[config.mk]
export PLATFORM = sky130hd
export DESIGN_NAME = vga_fb_arbiter_flat
export DESIGN_NICKNAME = d
export VERILOG_FILES = /design/src/rtl/vga_fb_arbiter_if.sv /design/src/rtl/vga_fb_arbiter.sv /design/src/flat_wrapper.sv
export SDC_FILE = /design/constraint.sdc
export NUM_CORES = 1
export LEC_CHECK = 0
export ABC_AREA = 1
export CAP_MARGIN = 40
export CORE_MARGIN = 3
export CORE_UTILIZATION = 47
export CTS_CLUSTER_DIAMETER = 30
export DETAILED_ROUTE_END_ITERATION = 6
export PLACE_DENSITY = 0.69
export SLEW_MARGIN = 10
export SYNTH_ARGS = -nofsm -noshare
export SYNTH_HDL_FRONTEND = slang
export SYNTH_SLANG_ARGS = --single-unit
[constraint.sdc]
create_clock -name input_clk -period 2.1 [get_ports input_clk]
set_input_delay 0.21 -clock input_clk [delete_from_list [all_inputs] [get_ports input_clk]]
set_output_delay 0.21 -clock input_clk [all_outputs]
set_load 0.05 [all_outputs]
[src/rtl/vga_fb_arbiter_if.sv]
`default_nettype none
// ---------------------------------------------------------------------------
// vga_fb_arbiter_if : scanout, host-write and SRAM pad signals of the arbiter
// Rev 1.0
// ---------------------------------------------------------------------------
interface vga_fb_arbiter_if #(
  parameter int ADDR_W = 18,
  parameter int DATA_W = 15
);
  logic              frame_start;
  logic              pix_pop;
  logic              pix_valid;
  logic [DATA_W-1:0] pix_data;
  logic              underflow;
  logic              wr_req;
  logic [ADDR_W-1:0] wr_addr;
  logic [DATA_W-1:0] wr_data;
  logic              wr_ack;
  logic [ADDR_W-1:0] sram_addr;
  logic [DATA_W-1:0] sram_dout;
  logic              sram_oe;
  logic [DATA_W-1:0] sram_din;
  logic              sram_oe_n;
  logic              sram_we_n;

  modport slave (
    input  frame_start, pix_pop, wr_req, wr_addr, wr_data, sram_din,
    output pix_valid, pix_data, underflow, wr_ack,
           sram_addr, sram_dout, sram_oe, sram_oe_n, sram_we_n
  );

  modport master (
    output frame_start, pix_pop, wr_req, wr_addr, wr_data, sram_din,
    input  pix_valid, pix_data, underflow, wr_ack,
           sram_addr, sram_dout, sram_oe, sram_oe_n, sram_we_n
  );
endinterface
`default_nettype wire

[src/rtl/vga_fb_arbiter.sv]
`default_nettype none
// ---------------------------------------------------------------------------
// vga_fb_arbiter : SRAM framebuffer arbiter, scanout prefetch FIFO vs host writes
// Rev 1.0
// ---------------------------------------------------------------------------
module vga_fb_arbiter #(
  parameter int ADDR_W     = 18,
  parameter int DATA_W     = 15,
  parameter int FIFO_DEPTH = 16,
  parameter int LOW_WATER  = 8,
  parameter int FB_WORDS   = 256000
) (
  input  logic             input_clk,
  input  logic             rst,
  vga_fb_arbiter_if.slave  bus
);

  localparam int                c_ptr_w    = $clog2(FIFO_DEPTH);
  localparam logic [c_ptr_w:0]  c_low      = (c_ptr_w+1)'(LOW_WATER);
  localparam logic [c_ptr_w:0]  c_depth    = (c_ptr_w+1)'(FIFO_DEPTH);
  localparam logic [c_ptr_w:0]  c_cnt_one  = (c_ptr_w+1)'(1);
  localparam logic [c_ptr_w-1:0] c_ptr_one = c_ptr_w'(1);
  localparam logic [ADDR_W:0]   c_fb_words = (ADDR_W+1)'(FB_WORDS);
  localparam logic [ADDR_W-1:0] c_addr_one = ADDR_W'(1);

  typedef enum logic [2:0] {
    S_IDLE = 3'd0,
    S_RD0  = 3'd1,
    S_RD1  = 3'd2,
    S_WR0  = 3'd3,
    S_WR1  = 3'd4
  } state_t;

  state_t              r_state, w_next;
  logic [DATA_W-1:0]   r_mem [FIFO_DEPTH];
  logic [c_ptr_w-1:0]  r_wptr, r_rptr;
  logic [c_ptr_w:0]    r_count, w_occ;
  logic [ADDR_W-1:0]   r_rd_addr, r_sram_addr;
  logic [DATA_W-1:0]   r_sram_dout;
  logic                r_underflow, r_wblock, r_discard;
  logic                w_rd_busy, w_rd_avail, w_wblock;
  logic                w_rd_issue, w_wr_issue, w_push, w_pop;

  assign w_rd_busy  = (r_state == S_RD0) || (r_state == S_RD1);
  assign w_occ      = r_count + {{c_ptr_w{1'b0}}, w_rd_busy};
  // No read is issued on the frame_start edge, so rd_addr can be cleared cleanly.
  assign w_rd_avail = ({1'b0, r_rd_addr} < c_fb_words) && !bus.frame_start;
  // The ack cycle itself blocks too: the host still holds wr_req there.
  assign w_wblock   = r_wblock || (r_state == S_WR1);
  assign w_push     = (r_state == S_RD1) && !r_discard && !bus.frame_start;
  assign w_pop      = bus.pix_pop && (r_count != '0) && !bus.frame_start;

  always_ff @(posedge input_clk) begin
    if (rst) r_state <= S_IDLE;
    else     r_state <= w_next;
  end

  always_comb begin
    w_next     = r_state;
    w_rd_issue = 1'b0;
    w_wr_issue = 1'b0;
    case (r_state)
      S_RD0:   w_next = S_RD1;
      S_WR0:   w_next = S_WR1;
      default: begin
        w_next = S_IDLE;
        if (w_rd_avail && (w_occ < c_low)) begin
          w_next     = S_RD0;
          w_rd_issue = 1'b1;
        end else if (bus.wr_req && !w_wblock) begin
          w_next     = S_WR0;
          w_wr_issue = 1'b1;
        end else if (w_rd_avail && (w_occ < c_depth)) begin
          w_next     = S_RD0;
          w_rd_issue = 1'b1;
        end
      end
    endcase
  end

  always_ff @(posedge input_clk) begin
    if (rst) begin
      r_rd_addr   <= '0;
      r_sram_addr <= '0;
      r_sram_dout <= '0;
      r_wptr      <= '0;
      r_rptr      <= '0;
      r_count     <= '0;
      r_underflow <= 1'b0;
      r_wblock    <= 1'b0;
      r_discard   <= 1'b0;
    end else begin
      if (w_rd_issue) begin
        r_sram_addr <= r_rd_addr;
        r_rd_addr   <= r_rd_addr + c_addr_one;
      end else if (w_wr_issue) begin
        r_sram_addr <= bus.wr_addr;
        r_sram_dout <= bus.wr_data;
      end
      r_wblock <= (r_state == S_WR1);

      // A read caught in RD0 by frame_start still finishes, but its word is dropped.
      if (bus.frame_start)      r_discard <= (r_state == S_RD0);
      else if (r_state == S_RD1) r_discard <= 1'b0;

      if (bus.frame_start) begin
        r_rd_addr <= '0;
        r_wptr    <= '0;
        r_rptr    <= '0;
        r_count   <= '0;
      end else begin
        if (w_push) r_wptr <= r_wptr + c_ptr_one;
        if (w_pop)  r_rptr <= r_rptr + c_ptr_one;
        case ({w_push, w_pop})
          2'b10:   r_count <= r_count + c_cnt_one;
          2'b01:   r_count <= r_count - c_cnt_one;
          default: r_count <= r_count;
        endcase
        if (bus.pix_pop && (r_count == '0)) r_underflow <= 1'b1;
      end
    end
  end

  always_ff @(posedge input_clk) begin
    if (w_push) r_mem[r_wptr] <= bus.sram_din;
  end

  assign bus.pix_valid = (r_count != '0);
  assign bus.pix_data  = bus.pix_valid ? r_mem[r_rptr] : '0;
  assign bus.underflow = r_underflow;
  assign bus.wr_ack    = (r_state == S_WR1);
  assign bus.sram_addr = r_sram_addr;
  assign bus.sram_dout = r_sram_dout;
  assign bus.sram_oe   = (r_state == S_WR0) || (r_state == S_WR1);
  assign bus.sram_oe_n = !w_rd_busy;
  assign bus.sram_we_n = (r_state != S_WR1);

endmodule
`default_nettype wire

[src/flat_wrapper.sv]
// flat-port wrapper written by rule: the top's interface ports become plain ports
module vga_fb_arbiter_flat 
#(
  parameter int ADDR_W     = 18,
  parameter int DATA_W     = 15,
  parameter int FIFO_DEPTH = 16,
  parameter int LOW_WATER  = 8,
  parameter int FB_WORDS   = 256000
)
  (input_clk, rst, bus_frame_start, bus_pix_pop, bus_wr_req, bus_wr_addr, bus_wr_data, bus_sram_din, bus_pix_valid, bus_pix_data, bus_underflow, bus_wr_ack, bus_sram_addr, bus_sram_dout, bus_sram_oe, bus_sram_oe_n, bus_sram_we_n);
  vga_fb_arbiter_if #(.ADDR_W(ADDR_W), .DATA_W(DATA_W)) bus_i ();
  input  logic input_clk;
  input  logic rst;
  input wire logic [$bits(bus_i.frame_start)-1:0] bus_frame_start;
  input wire logic [$bits(bus_i.pix_pop)-1:0] bus_pix_pop;
  input wire logic [$bits(bus_i.wr_req)-1:0] bus_wr_req;
  input wire logic [$bits(bus_i.wr_addr)-1:0] bus_wr_addr;
  input wire logic [$bits(bus_i.wr_data)-1:0] bus_wr_data;
  input wire logic [$bits(bus_i.sram_din)-1:0] bus_sram_din;
  output wire logic [$bits(bus_i.pix_valid)-1:0] bus_pix_valid;
  output wire logic [$bits(bus_i.pix_data)-1:0] bus_pix_data;
  output wire logic [$bits(bus_i.underflow)-1:0] bus_underflow;
  output wire logic [$bits(bus_i.wr_ack)-1:0] bus_wr_ack;
  output wire logic [$bits(bus_i.sram_addr)-1:0] bus_sram_addr;
  output wire logic [$bits(bus_i.sram_dout)-1:0] bus_sram_dout;
  output wire logic [$bits(bus_i.sram_oe)-1:0] bus_sram_oe;
  output wire logic [$bits(bus_i.sram_oe_n)-1:0] bus_sram_oe_n;
  output wire logic [$bits(bus_i.sram_we_n)-1:0] bus_sram_we_n;
  assign bus_i.frame_start = bus_frame_start;
  assign bus_i.pix_pop = bus_pix_pop;
  assign bus_i.wr_req = bus_wr_req;
  assign bus_i.wr_addr = bus_wr_addr;
  assign bus_i.wr_data = bus_wr_data;
  assign bus_i.sram_din = bus_sram_din;
  assign bus_pix_valid = bus_i.pix_valid;
  assign bus_pix_data = bus_i.pix_data;
  assign bus_underflow = bus_i.underflow;
  assign bus_wr_ack = bus_i.wr_ack;
  assign bus_sram_addr = bus_i.sram_addr;
  assign bus_sram_dout = bus_i.sram_dout;
  assign bus_sram_oe = bus_i.sram_oe;
  assign bus_sram_oe_n = bus_i.sram_oe_n;
  assign bus_sram_we_n = bus_i.sram_we_n;
  vga_fb_arbiter #(.ADDR_W(ADDR_W), .DATA_W(DATA_W), .FIFO_DEPTH(FIFO_DEPTH), .LOW_WATER(LOW_WATER), .FB_WORDS(FB_WORDS)) u_core (.input_clk(input_clk), .rst(rst), .bus(bus_i));
endmodule
==> run_results.csv, run 1 <==
group,metric,value,unit
status,status,"complete, but fails checks",
status,violations,"negative setup slack",
power_and_ir_drop,switching_power,3.82,mW
clock_network,clk_pin_slew,0.05,ns
worst_setup_path,crit_slowest_cell,"dfxtp_4",
clock_network,cts_tree,"yes",
sta,setup_ws,-0.387,ns
layout,layout-drive-gt1-share,0.185,
global_route,grt_pass1_wl,51.0,mm
global_route,grt_overflow,0,
worst_setup_path,critPathArrivalTime,2.28,ns
sta,fin_crit,2.49,ns
power_and_ir_drop,sw_frac_of_total,0.233,
route,wl,33.8,mm
floorplan,fp-row-count,60,
worst_setup_path,required,1.89,ns
floorplan,coreArea,27000,um^2
synthesis,async_reset_ff_frac,0,
layout,diodes,0,
synthesis,syn_inst,1208,
sta,fmax,402,MHz
synthesis,synth_seq_cells,314,
layout,final_cell_mix,"nor2_1 (249), edfxtp_1 (240), o21ai_0 (126)",
clock_network,clkLatencyLatePin,0.57,ns
layout,final_nets,1460,
global_route,globalRouteMet1Util,0.286,
synthesis,synth.distinct_cells,37,
synthesis,synth.avg_cell_area,10.7,um^2
floorplan,io_pins,107,
min_path,hp-class,"in -> reg",
power_and_ir_drop,p_leak,6.50,nW
floorplan,fp.dieArea,29600,um^2
worst_setup_path,path_cells,"buf_12 -> buf_12 -> o21ai_1 -> o22ai_1 -> nor2_1 -> nor2_1 -> o21ai_2 -> a21oi_2 -> buf_12",
worst_setup_path,slowest_delay,0.45,ns
layout,mostFrequentLayoutCell,"nor2_1",
global_route,grt_pass1_vias,9825,
synthesis,syn_nets,1269,
clock_network,cts.hold.buffers_added,0,
route,drtIter0Drc,913,
synthesis,ys.flop_type,"edfxtp_1",
sta,fin_setup_tns,-5.36,ns
layout,fin_cells,1788,
synthesis,synth_area,12900,um^2
placed_design,dpl.hpwl,18.9,mm
clock_network,cts_buffers,57,
clock_network,cts_buffer_depth,3,
sta,min_period_over_period,1.18,
synthesis,ys_warn_count,0,
layout,area_growth,35.6,%
global_route,antenna_found_initial,0,
placed_design,gp_congestion,0.876,
synthesis,ys_seq_area_frac,0.671,
worst_setup_path,critPathMaxFanout,5,
power_and_ir_drop,clkPwrFrac,0.519,
placed_design,dp_cells,1654,
floorplan,dieHeight,172,um
route,post_drt_wl_per_cell,18.9,um
global_route,grtUsageMet3,0.0400,
run,maxCapViolations,0,
worst_setup_path,critPathCaptureType,"primary output",
sta,rsz0062_at_grt,"yes",
worst_setup_path,critPathMostFrequentCell,"buf_12",
sta,slew_viol_final,0,
floorplan,initial_core_util,0.479,
global_route,use_met2,0.366,
route,dr.pass1.iters,5,
power_and_ir_drop,vdd_drop_max,708,uV
clock_network,clk_root_buffer_cell,"clkbuf_16",
route,via_per_inst,5.53,
worst_setup_path,cp-start-kind,"register",
route,vias,9888,
clock_network,cts.sinks,314,
sta,hold_viol_final,0,
global_route,grt_usage,0.218,
floorplan,die_w,172,um
global_route,top_usage_layer,"met2",
placed_design,port_buffers,106,
sta,setup_viol,15,
power_and_ir_drop,seqPwrFrac,0.416,
sta,worstMarginPinSlew,0.745,ns
layout,fillers,2039,
sta,maxSlewHeadroom,0.502,
route,drc_errors,0,
sta,fin_worst_skew,0.0254,ns
power_and_ir_drop,power.total,16.4,mW
power_and_ir_drop,p_int,12.5,mW
worst_setup_path,path_class,"reg -> out",
power_and_ir_drop,power_frac_comb,0.065,
clock_network,h-tree-depth,2,
synthesis,synth_edf_count,240,
power_and_ir_drop,power_density,932,nW/um^2
global_route,grt_max_degree,35,
route,antenna_left,0,
-- cell families after synthesis --
| group | count (synthesis) | share of synthesized area |
|---|---|---|
| AOI/OAI and AO/OA | 267 | 0.118 |
| buffers and inverters | 139 | 0.0447 |
| adders and majority gates | 8 | 0.00773 |
| xor gates and xnor gates | 12 | 0.00812 |
| DFF | 314 | 0.671 |
| and+or+nand+nor | 468 | 0.150 |
-- synth_stat cells, types with 4 or more instances --
master    number  area share
o21ai_1       10      0.0039
nand2_1      125       0.036
buf_1          4      0.0012
buf_2         10      0.0039
o22ai_1       16      0.0077
clkbuf_1      44       0.013
o21ai_0      148       0.057
nor3_1         6      0.0023
inv_1         67       0.019
nand3_1       61       0.024
o221ai_1      44       0.030
a21oi_1       46       0.018
nor2_1       254       0.074
buf_4          6      0.0035
edfxtp_1     240        0.56
dfxtp_1       74        0.11
ha_1           8      0.0077
xnor2_1        6      0.0041
nand4_1        8      0.0039
xor2_1         6      0.0041
-- power by group through the flow --
stage	sequential, mW	clock, mW	combinational, mW
floorplan	7.11	0	0.388
global placement	6.92	0	1.01
detailed placement	6.92	0	1.02
CTS	6.80	8.60	1.05
global route	6.81	8.88	1.14
finish	6.81	8.49	1.06
-- metrics by stage --
step	setup WS [ns]	hold WS, ns	area, um^2	util
final	-0.387	0.220	17600	0.650
after global routing	-0.492	0.243	17600	0.650
after CTS	-0.352	0.203	17200	0.637
after detailed placement	-0.106	0.461	15000	0.557
after global placement	-0.0347	0.454	15000	0.557
after floorplan	0.00804	0.309	13000	-
-- layout make-up --
cell class	count	area, um^2	share of cell area
Inverter	72	283	0.0161
Tap cell	341	427	0.0243
Clock buffer	66	1530	0.0874
Multi-Input combinational cell	755	3870	0.221
Timing Repair Buffer	199	2440	0.139
Sequential cell	314	8700	0.495
Clock inverter	41	299	0.0170
-- sequential cells by signal, indices dropped and copies added, names as in the netlist, named ones only --
name / count
u_core.bus.underflow: 1
u_core.r_wblock: 1
u_core.r_rd_addr: 18
u_core.r_discard: 1
u_core.r_rptr: 4
u_core.r_state: 3
u_core.r_count: 5
u_core.r_mem: 240
u_core.r_wptr: 4
u_core.bus.sram_addr: 18
u_core.bus.sram_dout: 15
-- critical path: cells and delay by family, from the launching register on --
family / cells / cell delay [ns]
compound gates: 4 / 0.57
buf+inv: 3 / 0.46
flops: 1 / 0.45
simple gates: 2 / 0.23
-- path summary, 6_finish.rpt --
path,startpoint,end,slack [ns],cells past startpoint
max,register,bus_pix_data[4],-0.39,9
max reg2reg,u_core.r_count[2]$_SDFFE_PP0P_,u_core.r_count[3]$_SDFFE_PP0P_,0.20,14
min,bus_wr_addr[17],u_core.bus.sram_addr[17]$_SDFFE_PP0P_,0.22,3
min reg2reg,u_core.bus.underflow$_SDFFE_PP0P_,u_core.bus.underflow$_SDFFE_PP0P_,0.48,2
-- what timing repair did --
| action | 4_1_cts | 5_1_grt |
|---|---|---|
| gates resized for setup | 25 | 41 |
| setup buffers | 6 | 5 |
| endpoints found under the setup margin | 17 | 17 |
| cloned | 8 | 8 |
| pin swaps | 13 | 43 |
-- per-layer routing --
layer	wire, um	share of wire
met1	14300	0.42
met3	2350	0.070
met2	16400	0.49
met4	744	0.022
met5	0	0
Power figures use the tool's default switching activity.
==> run 2: changes to the inputs <==
DONT_BUFFER_PORTS = 1   (was unset)
PLACE_DENSITY = unset   (was 0.69)
SKIP_CTS_REPAIR_TIMING = 1   (was unset)
==> run_results.csv, run 2 (synthesis gave the netlist of run 1 again) <==
group,metric,value,unit
power_and_ir_drop,power_density,993,nW/um^2
layout,layout-drive-gt1-share,0.198,
min_path,holdPathEnd,"u_core.bus.sram_addr[3]$_SDFFE_PP0P_",
layout,stdcell_area,17400,um^2
floorplan,initial_core_util,0.479,
global_route,grt_overflow,0,
floorplan,io_pins,107,
layout,final_cell_mix,"nor2_1 (240), edfxtp_1 (240), o21ai_0 (127)",
sta,maxSlewHeadroom,0.381,
power_and_ir_drop,vdd_drop_max,709,uV
layout,largest_register_ff_count,240,
clock_network,h-tree-depth,2,
global_route,grt_pass1_vias,9199,
global_route,globalRouteMet1Util,0.276,
sta,slew_viol_final,0,
placed_design,gp_congestion,0.824,
route,drc_errors,0,
layout,regMostFlops,"u_core.r_mem",
sta,min_period_over_period,1.18,
worst_setup_path,r2r_slack,0.19,ns
worst_setup_path,required,1.89,ns
floorplan,coreArea,27000,um^2
layout,area_growth,34.5,%
power_and_ir_drop,power.total,17.3,mW
clock_network,cts_tree,"yes",
route,wl,35.3,mm
layout,diodes,0,
sta,fmax,403,MHz
route,post_drt_wl_per_cell,20.2,um
route,antenna_left,0,
global_route,top_usage_layer,"met2",
sta,fin_crit,2.48,ns
worst_setup_path,critPathMaxFanout,7,
min_path,hp-start,"rst",
placed_design,dp_cells,1553,
worst_setup_path,path_class,"reg -> out",
route,dr.pass1.iters,6,
floorplan,dieHeight,172,um
route,via_per_inst,5.59,
placed_design,port_buffers,0,
clock_network,clkLatencyLatePin,0.58,ns
global_route,antenna_found_initial,0,
clock_network,clk_pin_slew,0.05,ns
route,drtIter0Drc,738,
clock_network,cts_buffers,60,
worst_setup_path,critPathCaptureType,"primary output",
sta,setup_ws,-0.381,ns
global_route,grtUsageMet3,0.0492,
worst_setup_path,cp-start-kind,"register",
global_route,grt_pass1_wl,49.6,mm
sta,fin_hold_ws,0.00612,ns
layout,final_nets,1421,
status,status,"complete, but fails checks",
placed_design,dpl_cell_area,14200,um^2
floorplan,die_w,172,um
layout,fin_cells,1753,
clock_network,cts.sinks,314,
clock_network,clk_root_buffer_cell,"clkbuf_16",
global_route,grt_max_degree,65,
run,maxCapViolations,0,
status,violations,"negative setup slack",
sta,rsz0062_at_grt,"yes",
sta,hold_viol_final,0,
min_path,hold-path-cell-count,3,
sta,worstMarginPinSlew,0.925,ns
worst_setup_path,timing.rr.start,"u_core.r_state[1]$_SDFF_PP0_",
sta,fin_worst_skew,0.0226,ns
power_and_ir_drop,p_leak,6.44,nW
sta,setup_viol,16,
placed_design,dpl.hpwl,18.5,mm
floorplan,fp-row-count,60,
route,vias,9795,
worst_setup_path,critPathArrivalTime,2.27,ns
min_path,hp-class,"in -> reg",
clock_network,cts_buffer_depth,3,
worst_setup_path,rr_worst_depth,13,
worst_setup_path,r2r-end,"u_core.bus.sram_addr[0]$_SDFFE_PP0P_",
global_route,use_met2,0.372,
floorplan,fp.dieArea,29600,um^2
global_route,grt_usage,0.217,
run 2: worst max path at each step:
stage,startpoint,end,slack [ns],depth (start not counted)
2_1_floorplan,u_core.r_count[2]$_SDFFE_PP0P_,u_core.r_count[2]$_SDFFE_PP0P_,0.008,13
3_3_place_gp,u_core.r_count[2]$_SDFFE_PP0P_,u_core.r_count[4]$_SDFFE_PP0P_,0.15,15
3_5_place_dp,u_core.r_count[2]$_SDFFE_PP0P_,u_core.r_count[4]$_SDFFE_PP0P_,0.13,15
4_1_cts,register,bus_pix_data[9],-0.43,8
5_1_grt,register,bus_pix_data[5],-0.46,9
6_report,register,bus_pix_data[5],-0.38,9
run 2: where the power goes:
| group | internal, mW | switching (mW) |
|---|---|---|
| sequential | 6.76 | 0.238 |
| clock | 6.26 | 3.30 |
| combinational | 0.286 | 0.449 |
run 2: metrics by stage:
stage	util	TNS (ns)	worst slack, ns
after floorplan	-	0	0.00804
after global placement	0.525	0	0.146
after detailed placement	0.525	0	0.135
after CTS	0.602	-5.52	-0.429
after global routing	0.644	-6.22	-0.460
final	0.644	-4.64	-0.381
run 2: critical path, stage by stage, from the launching register on:
cell and delay (ns):
dfxtp_4 0.37, clkinvlp_4 0.09, buf_12 0.15, buf_12 0.11
clkbuf_16 0.14, o21ai_1 0.07, o221ai_1 0.21, nand3_1 0.17
a21oi_2 0.23, buf_12 0.16
run 2: routing by layer:
| layer | vias to the layer above | share of wire |
|---|---|---|
| li1 | 4607 | - |
| met1 | 4720 | 0.40 |
| met2 | 389 | 0.50 |
| met3 | 79 | 0.069 |
| met4 | 0 | 0.029 |
| met5 | - | 0 |
run 2: final cells by class:
class,count,area (um^2)
Tap cell,341,427
Clock buffer,68,1560
Fill cell,2015,9610
Sequential cell,314,8700
Multi-Input combinational cell,755,3850
Timing Repair Buffer,157,2070
Inverter,72,288
Clock inverter,46,515
==> run 3: changes to the inputs <==
PLACE_DENSITY = 0.6   (was unset)
==> results of run 3 <==
Same layout as run 2: the final DEF is identical, and so are final timing and power.
